$ cat config.mk
export PLATFORM = sky130hd
export DESIGN_NAME = rr_arbiter
export DESIGN_NICKNAME = d
export VERILOG_FILES = /design/src/rtl/rr_arb_pkg.sv /design/src/rtl/rr_arbiter_lsb_prio_enc.sv /design/src/rtl/rr_arbiter.sv
export SDC_FILE = /design/constraint.sdc
export NUM_CORES = 1
export LEC_CHECK = 0
export CORE_MARGIN = 2
export CORE_UTILIZATION = 35
export DETAILED_ROUTE_END_ITERATION = 16
export GPL_ROUTABILITY_DRIVEN = 1
export GPL_TIMING_DRIVEN = 0
export HOLD_SLACK_MARGIN = 0.08
export PLACE_DENSITY = 0.59
export SYNTH_ARGS = -nofsm -noshare
export SYNTH_HDL_FRONTEND = slang
export SYNTH_SLANG_ARGS = --single-unit
$ cat constraint.sdc
create_clock -name clk -period 4.35 [get_ports clk]
set_input_delay 0.6525 -clock clk [delete_from_list [all_inputs] [get_ports clk]]
set_output_delay 0.6525 -clock clk [all_outputs]
set_load 0.1 [all_outputs]
$ cat src/rtl/rr_arb_pkg.sv
// Shared types for the round-robin arbiter.
// Optional hold timeout is enabled with `RR_ARB_TIMEOUT_EN.
package rr_arb_pkg;

    typedef enum logic {
        IDLE  = 1'b0,
        GRANT = 1'b1
    } rr_state_t;

    localparam int RR_NUM_REQ_DEFAULT = 16;

endpackage

$ cat src/rtl/rr_arbiter_lsb_prio_enc.sv
// Lowest-set-bit priority encoder; idx is 0 when no bit is set.
module lsb_prio_enc #(
    parameter int W = 16
) (
    input  logic [W-1:0]         in,
    output logic [$clog2(W)-1:0] idx,
    output logic                 valid
);

    localparam int IW = $clog2(W);

    // Scan downward so the lowest set bit is the last one written.
    always_comb begin
        idx   = '0;
        valid = 1'b0;
        for (int i = W - 1; i >= 0; i--) begin
            if (in[i]) begin
                idx   = IW'(i);
                valid = 1'b1;
            end
        end
    end

endmodule

$ cat src/rtl/rr_arbiter.sv
// Round-robin arbiter with registered one-hot grant and binary index.
// `RR_ARB_TIMEOUT_EN adds a MAX_HOLD-cycle preemption counter.
module rr_arbiter
    import rr_arb_pkg::*;
#(
    parameter int NUM_REQ  = RR_NUM_REQ_DEFAULT,
    parameter int MAX_HOLD = 8
) (
    input  logic                       clk,
    input  logic                       rst_n,
    input  logic                       clk_en,
    input  logic [NUM_REQ-1:0]         req,
    output logic [NUM_REQ-1:0]         grant,
    output logic [$clog2(NUM_REQ)-1:0] grant_idx,
    output logic                       grant_valid
);

    localparam int IW = $clog2(NUM_REQ);

    if (NUM_REQ < 2 || (NUM_REQ & (NUM_REQ - 1)) != 0) begin : g_bad_num_req
        $error("NUM_REQ must be a power of two >= 2");
    end
    if (MAX_HOLD < 1) begin : g_bad_max_hold
        $error("MAX_HOLD must be >= 1");
    end

    rr_state_t          state_q, state_d;
    logic [IW-1:0]      ptr_q, ptr_d;
    logic [NUM_REQ-1:0] grant_q, grant_d;
    logic [IW-1:0]      idx_q, idx_d;

    logic [NUM_REQ-1:0] mask;
    logic [NUM_REQ-1:0] masked;
    logic [IW-1:0]      masked_idx;
    logic               masked_valid;
    logic [IW-1:0]      req_idx;
    logic               req_valid;
    logic [IW-1:0]      winner;
    logic               expired;

    // Bits at or above ptr keep priority; wrap to the full set if empty.
    assign mask   = {NUM_REQ{1'b1}} << ptr_q;
    assign masked = req & mask;

    lsb_prio_enc #(.W(NUM_REQ)) u_enc_masked (
        .in    (masked),
        .idx   (masked_idx),
        .valid (masked_valid)
    );

    lsb_prio_enc #(.W(NUM_REQ)) u_enc_req (
        .in    (req),
        .idx   (req_idx),
        .valid (req_valid)
    );

    assign winner = masked_valid ? masked_idx : req_idx;

`ifdef RR_ARB_TIMEOUT_EN
    localparam int CW = $clog2(MAX_HOLD + 1);

    logic [CW-1:0] hold_cnt_q, hold_cnt_d;

    // Counter holds cycles already spent; expire on the last allowed one.
    assign expired = (hold_cnt_q == CW'(MAX_HOLD - 1));

    always_comb begin
        hold_cnt_d = hold_cnt_q;
        unique case (state_q)
            IDLE:    hold_cnt_d = '0;
            GRANT:   hold_cnt_d = hold_cnt_q + CW'(1);
            default: hold_cnt_d = '0;
        endcase
    end

    always_ff @(posedge clk or negedge rst_n) begin
        if (!rst_n) begin
            hold_cnt_q <= '0;
        end else if (clk_en) begin
            hold_cnt_q <= hold_cnt_d;
        end
    end
`else
    assign expired = 1'b0;
`endif

    always_comb begin
        state_d = state_q;
        ptr_d   = ptr_q;
        grant_d = grant_q;
        idx_d   = idx_q;
        unique case (state_q)
            IDLE: begin
                if (req_valid) begin
                    state_d = GRANT;
                    grant_d = {{(NUM_REQ - 1){1'b0}}, 1'b1} << winner;
                    idx_d   = winner;
                    ptr_d   = winner + IW'(1);
                end
            end
            GRANT: begin
                if (!req[idx_q] || expired) begin
                    state_d = IDLE;
                    grant_d = '0;
                    idx_d   = '0;
                end
            end
            default: begin
                state_d = IDLE;
                grant_d = '0;
                idx_d   = '0;
            end
        endcase
    end

    always_ff @(posedge clk or negedge rst_n) begin
        if (!rst_n) begin
            state_q <= IDLE;
            ptr_q   <= '0;
            grant_q <= '0;
            idx_q   <= '0;
        end else if (clk_en) begin
            state_q <= state_d;
            ptr_q   <= ptr_d;
            grant_q <= grant_d;
            idx_q   <= idx_d;
        end
    end

    assign grant       = grant_q;
    assign grant_idx   = idx_q;
    assign grant_valid = |grant_q;

endmodule

==> results of run 1 <==
stage by stage:
step                      util (%)  area, µm²  setup slack, ps
after global placement        45.8       2380              741
after CTS                     46.7       2430             1130
after global routing          46.7       2430              858
after floorplan                  -       1910             1600
after detailed placement      45.8       2380              861
final                         46.7       2430             1100
worst paths after layout:
kind | slack (ps) | start | to | cells after the start
worst max-delay path | 1100 | req[2] | ptr_q[2] | 12
worst min-delay path | 540 | grant_idx[3] | grant_idx[3] | 1
worst max register to register | 1450 | ptr_q[0] | ptr_q[2] | 12
worst min register to register | 540 | grant_idx[3] | grant_idx[3] | 1
max in group asynchronous | 2720 | rst_n | grant_idx[0] | 1
min in group asynchronous | 970 | rst_n | grant[6] | 1
layer usage:
metal / global-route usage [%] / wire length (µm)
met5: 0 / 0
met4: 3.68 / 29
met3: 1.51 / 184
met2: 29.0 / 2480
met1: 27.3 / 2710
area by class of cell:
class	instances	area share, %
flip-flops and latches	25	25.7
clock buffers	3	1.70
plain buffers	9	3.19
repair buffers	38	15.6
well taps	70	3.60
multi-input cells	159	47.8
inverters	13	2.01
clock inverters	1	0.309
worst max-delay path, cell delays in order:
cell and delay (ps):
sky130_fd_sc_hd__clkdlybuf4s50_1 590, sky130_fd_sc_hd__a21boi_0 350, sky130_fd_sc_hd__a21oi_1 90, sky130_fd_sc_hd__o311ai_0 330
sky130_fd_sc_hd__a21oi_1 80, sky130_fd_sc_hd__nor3_1 360, sky130_fd_sc_hd__or2_1 240, sky130_fd_sc_hd__inv_1 80
sky130_fd_sc_hd__ha_1 200, sky130_fd_sc_hd__ha_1 280, sky130_fd_sc_hd__nand2_1 70, sky130_fd_sc_hd__o21ai_0 70
logic make-up (layout without fill, tap and decap cells):
group / after synthesis / after routing
buffers and inverters: 22 / 64
muxes: 5 / 5
and+or+nand+nor: 66 / 66
adders and majority gates: 6 / 6
DFF: 25 / 25
AOI/OAI and AO/OA: 82 / 82
power by group:
| group | switching, mW | leakage (nW) | internal (mW) |
|---|---|---|---|
| Sequential | 0.0785 | 0.334 | 0.304 |
| Clock | 0.0754 | 0.0217 | 0.0649 |
| Combinational | 0.947 | 0.653 | 0.418 |
sequential cells by signal (all words and copies together), names as in the netlist:
signal,count
ptr_q,4
state_q,1
grant,16
grant_idx,4
cell usage in the layout, fill, tap and decap left out, types with 2 or more instances in the layout:
cell	n
sky130_fd_sc_hd__o211ai_1	2
sky130_fd_sc_hd__a21o_1	2
sky130_fd_sc_hd__buf_2	2
sky130_fd_sc_hd__nor4_1	8
sky130_fd_sc_hd__o221ai_1	2
sky130_fd_sc_hd__clkdlybuf4s50_1	38
sky130_fd_sc_hd__o21ai_0	11
sky130_fd_sc_hd__clkbuf_8	3
sky130_fd_sc_hd__o311ai_0	2
sky130_fd_sc_hd__inv_1	13
sky130_fd_sc_hd__mux4_1	4
sky130_fd_sc_hd__o21a_1	2
sky130_fd_sc_hd__and2_1	4
sky130_fd_sc_hd__a21oi_2	3
sky130_fd_sc_hd__nor3_1	5
sky130_fd_sc_hd__nor2_1	15
sky130_fd_sc_hd__a31oi_1	2
sky130_fd_sc_hd__buf_4	3
sky130_fd_sc_hd__a22o_1	16
sky130_fd_sc_hd__ha_1	6
sky130_fd_sc_hd__dfrtp_1	25
sky130_fd_sc_hd__o21ai_1	2
sky130_fd_sc_hd__o21bai_1	5
sky130_fd_sc_hd__a21boi_0	6
sky130_fd_sc_hd__nor2b_1	2
sky130_fd_sc_hd__nand2_1	14
sky130_fd_sc_hd__a21oi_1	13
sky130_fd_sc_hd__o31ai_1	4
sky130_fd_sc_hd__nand4_1	3
sky130_fd_sc_hd__nand3_1	3
sky130_fd_sc_hd__buf_6	4
==> out/metrics.yaml, run 1 <==
postCtsResizedCells: 0
setup_violations: 0
drt-initial-drc-count: 83
yosys.cell_types.count: 52
wl_um: 5410
cts_htree_levels: 1
unrepaired_setup_endpoints_after_global_routing: "no"
via_per_inst: 5.57
clk_latency_ps: 270
min_period_over_period_pct: 74.7
antenna_found_initial: 0
cp.arrival_ps: 3400
synthTopCellsByArea: "sky130_fd_sc_hd__dfrtp_1 33%, sky130_fd_sc_hd__a22o_1 7.3%, sky130_fd_sc_hd__mux4_1 5.5%, sky130_fd_sc_hd__ha_1 3.9%, sky130_fd_sc_hd__a21oi_1 3.4%"
die_width_um: 78.0
dieArea_um2: 6080
totalNegativeSetupSlack_ps: 0
post_cts.repair.setup_buffers: 0
mappedNetlistArea_um2: 1910
critical_path.startpoint_type: "primary input"
antenna_cells_inserted: 0
nFillCells: 505
place.detailed.hpwl_um: 4280
synth-xor-area-share_pct: 0
multiInputGateArea_um2: 1160
synth-compound-area-share_pct: 31.6
timing.clock.skew_ps: 8.40
timing.setup.critical_path_class: "in2reg"
largest_fanout_of_any_net_on_the_critical_path: 6
post_route_cells_drive_above_1_share_pct: 10.5
grt_overflow: 0
muxShareOfSynthArea_pct: 6.67
grt_pass1_vias: 1683
maxCapViolCount: 0
post-route-drc-count: 0
ctsRootBufferMaster: "sky130_fd_sc_hd__clkbuf_8"
yosys_warnings: 0
fp.coreArea_um2: 5200
clk_pin_slew_worst_paths_ps: 80
synth_top_area_share_pct: 32.7
final_net_count: 274
final_cells: 318
cts.sinks: 25
worstPathRequired_ps: 4500
largest_family_of_logic_cells_by_synthesized_area: "compound AO/OA/AOI/OAI gates"
worst-slew-pin-transition_ps: 1100
synth.cells.most_frequent: "25 x sky130_fd_sc_hd__dfrtp_1, 16 x sky130_fd_sc_hd__a22o_1, 15 x sky130_fd_sc_hd__nor2_1, 14 x sky130_fd_sc_hd__nand2_1"
ctsLongestPathBuffers: 2
max_clock_freq_ghz: 0.308
first_pass_grt_wire_length_um: 8720
post_layout_power_mw: 1.89
core.rowCount: 26
endpoint_kind: "flip-flop"
timing.final.max_slew_violations: 0
portBuffers: 38
worst_slew_margin_rel_pct: 26.2
syn_inst: 206
grt_max_degree: 26
syn-num-nets: 231
post-route-min-period_ps: 3250
detail_route.wl_per_cell_um: 17.0
hold_slack_ps: 540
cts-hold-fix-buffers: 0
synth_seq_cells: 25
drtAntennaViolNets: 0
timing.hold.worst.class: "reg2reg"
synthesis.area_per_instance_um2: 9.29
placedCellCount: 314
async_reset_ff_share_pct: 100
synthFlopType: "sky130_fd_sc_hd__dfrtp_1"
ff_latch_area_um2: 626
leakagePower_nw: 1.01
power.density_nw_per_um2: 776
synthAdderAreaFrac_pct: 3.92
initial_core_util_pct: 36.8
die_height_um: 78.0
synth.largest_area_cell: "sky130_fd_sc_hd__dfrtp_1"
synth_simple_gate_area_share_pct: 18.5
layout-area-overhead-vs-synth_pct: 27.0
synth_seq_area_share_pct: 32.7
first_pass_iters: 4
num_io_pins: 40
run_status: "finished clean"
synth-edff-count: 0
final-hold-violation-count: 0
route.vias.total: 1772
tritoncts.num_buffers: 3
synthMostInstantiatedCell: "sky130_fd_sc_hd__dfrtp_1"
clock_tree_from_tritoncts: "built"
groute.usage.overall_pct: 18.3
max-vdd-ir-drop_mv: 0.385
last_weighted_congestion_value_of_the_routability_driven_placer: 0.888
Note: power is estimated with default switching activity, not from simulation.
==> run 2: changes to the inputs <==
Settings changed: PLACE_DENSITY 0.59 to 0.62.
Clock period 4.35 ns to 2.71 ns, I/O delays scaled along.
==> out/metrics.yaml, run 2 (synthesized netlist as in run 1, its figures left out) <==
timing.critical_path.slowest_stage_cell: "sky130_fd_sc_hd__dlygate4sd2_1"  # was sky130_fd_sc_hd__clkdlybuf4s50_1
design_area_final_um2: 2570  # was 2430 µm²
post-route-min-period_ps: 2620
layout-area-overhead-vs-synth_pct: 34.2  # was 27.0%
min_period_over_period_pct: 96.6
setup_slack_ps: 91.2  # was 1100 ps
maxCapViolCount: 0  # unchanged
power.net_switching_mw: 1.81  # was 1.10 mW
detail_route.wl_per_cell_um: 17.5  # was 17.0 µm
startpoint: "req[7]"  # was req[2]
timing.clock.skew_ps: 8.68  # was 8.40 ps
launching_point_of_the_worst_reg2reg_path: "ptr_q[0]"  # unchanged
via_per_inst: 5.82  # was 5.57
mostFrequentLayoutCells: "28 x sky130_fd_sc_hd__clkdlybuf4s50_1, 21 x sky130_fd_sc_hd__dfrtp_1, 16 x sky130_fd_sc_hd__a22o_1"  # was 38 x sky130_fd_sc_hd__clkdlybuf4s50_1, 25 x sky130_fd_sc_hd__dfrtp_1, 16 x sky130_fd_sc_hd__a22o_1
first_pass_grt_wire_length_um: 8990  # was 8720 µm
place.detailed.hpwl_um: 4360  # was 4280 µm
cp_slowest_stage_delay_ps: 350  # was 590 ps
cp.buffers_inverters: 3  # was 2
post_route_cells_drive_above_1_share_pct: 19.6  # was 10.5%
leakagePower_nw: 1.09  # was 1.01 nW
cts_htree_levels: 1  # unchanged
power.density_nw_per_um2: 1220  # was 776 nW/µm²
grt_max_degree: 26  # unchanged
ctsRootBufferMaster: "sky130_fd_sc_hd__clkbuf_8"  # unchanged
cts-hold-fix-buffers: 0  # unchanged
timing.final.max_slew_violations: 0  # unchanged
die_height_um: 78.0  # unchanged
wl_um: 5680  # was 5410 µm
timing.hold.worst.class: "reg2reg"  # unchanged
fp.coreArea_um2: 5200  # unchanged
drtAntennaViolNets: 0  # unchanged
route.vias.total: 1890  # was 1772
unrepaired_setup_endpoints_after_global_routing: "yes"  # was no
core.rowCount: 26  # unchanged
grt_pass1_vias: 1776  # was 1683
antenna_found_initial: 0  # unchanged
grt_overflow: 0  # unchanged
crit_chain: "dlygate4sd2_1 > and4b_4 > or3_1 > nand4_1 > nor2_2 > buf_4 > nor3_2 > or2_4 > inv_1 > ha_1 > ha_1 > nand2_1 > o21ai_0"  # was clkdlybuf4s50_1 > a21boi_0 > a21oi_1 > o311ai_0 > a21oi_1 > nor3_1 > or2_1 > inv_1 > ha_1 > ha_1 > nand2_1 > o21ai_0
timing.setup.critical_path_class: "in2reg"  # unchanged
run_status: "finished clean"  # unchanged
layout.cells.most_common: "sky130_fd_sc_hd__clkdlybuf4s50_1"  # unchanged
final_net_count: 281  # was 274
cp.arrival_ps: 2750  # was 3400 ps
clock_tree_from_tritoncts: "built"  # unchanged
placement.setup.worst_slack_ps: -670  # was 861 ps
last_weighted_congestion_value_of_the_routability_driven_placer: 0.957  # was 0.888
placement.cell_area_um2: 2380  # about the same
clk_latency_ps: 270  # about the same
critical_path.top_delay_family: "simple AND/OR/NAND/NOR gates"  # was compound AO/OA/AOI/OAI gates
worstPathRequired_ps: 2850  # was 4500 ps
drt-initial-drc-count: 105  # was 83
power_switching_share_pct: 57.5  # was 58.3%
dieArea_um2: 6080  # unchanged
power.sequential.fraction_pct: 20.0  # was 20.3%
worst-slew-pin-transition_ps: 1110  # was 1100 ps
groute.usage.overall_pct: 18.9  # was 18.3%
clock_power_share_pct: 7.1  # was 7.4%
critical_path.startpoint_type: "primary input"  # unchanged
clk_pin_slew_worst_paths_ps: 80  # about the same
die_width_um: 78.0  # unchanged
endpoint_kind: "flip-flop"  # unchanged
max_clock_freq_ghz: 0.382
num_io_pins: 40  # unchanged
tritoncts.num_buffers: 3  # unchanged
antenna_cells_inserted: 0  # unchanged
first_pass_iters: 4  # unchanged
largest_register_ffs: 16  # unchanged
worst_slew_margin_rel_pct: 25.5  # was 26.2%
ctsLongestPathBuffers: 2  # unchanged
final-hold-violation-count: 0  # unchanged
crit_path_frequent_cell: "sky130_fd_sc_hd__ha_1"
worst_hold_path_startpoint: "grant[3]"  # was grant_idx[3]
setup_violations: 0  # unchanged
max-vdd-ir-drop_mv: 1.33  # was 0.385 mV
power.share.combinational_pct: 72.9  # was 72.3%
initial_core_util_pct: 36.8  # unchanged
fin_util_pct: 49.4  # was 46.7%
p_int_mw: 1.34  # was 787 µW
cts.sinks: 25  # unchanged
largest_fanout_of_any_net_on_the_critical_path: 5  # was 6
post-route-drc-count: 0  # unchanged
portBuffers: 38  # unchanged
## run 2: cell count changes in the layout (fill, tap and decap cells not counted), sizes merged
cell / delta
dlymetal6s2s: +3
buf: +5
clkdlybuf4s50: -10
dlygate4sd2: +7
clkbuf: +2
## run 2: area by class of cell
| class | instances | area, µm² |
|---|---|---|
| Sequential cell | 25 | 631 |
| Tap cell | 70 | 87.6 |
| Fill cell | 526 | 2640 |
| Multi-Input combinational cell | 159 | 1230 |
| Clock buffer | 3 | 41.3 |
| Clock inverter | 1 | 7.51 |
| Timing Repair Buffer | 45 | 432 |
| Inverter | 13 | 48.8 |
| Buffer | 9 | 90.1 |
## run 2: metrics by stage
step	TNS, ps	power [mW]	std cells	hold slack, ps
CTS	-22.0	3.04	321	540
floorplan	0	2.17	206	111
global route	-31.9	3.32	325	565
finish	0	3.14	325	546
global placement	-9790	2.75	314	522
detailed placement	-8310	2.76	314	519
## run 2: path summary, 6_finish.rpt
| check | end | slack [ps] | depth (start not counted) |
|---|---|---|---|
| min in group asynchronous | grant[4] | 730 | 1 |
| max reg2reg | ptr_q[2] | 110 | 13 |
| max in group asynchronous | ptr_q[1] | 1240 | 1 |
| min | grant[3] | 550 | 1 |
| max | ptr_q[2] | 90 | 13 |
| min reg2reg | grant[3] | 550 | 1 |
## run 2: routing by layer
layer  part of all wire, %  vias up  GRT usage, %
met1                    49      919          27.4
met4                   1.8        0          4.74
li1                      -      898             -
met3                   5.6       10          3.02
met2                    44       63          29.3
met5                     0        -             0
## run 2: repair_timing
item	4_1_cts	5_1_grt
setup endpoints to repair	18	9
buffers inserted	3	4
pin swaps	5	6
resized for setup	22	15
## run 2: power groups by stage
stage                     Combinational [mW]  Clock (mW)  Sequential (mW)
final                                   2.29       0.223            0.630
after detailed placement                2.13           0            0.631
after floorplan                        0.996           0             1.18
after CTS                               2.18       0.229            0.629
after global routing                    2.42       0.253            0.644
after global placement                  2.12           0            0.629
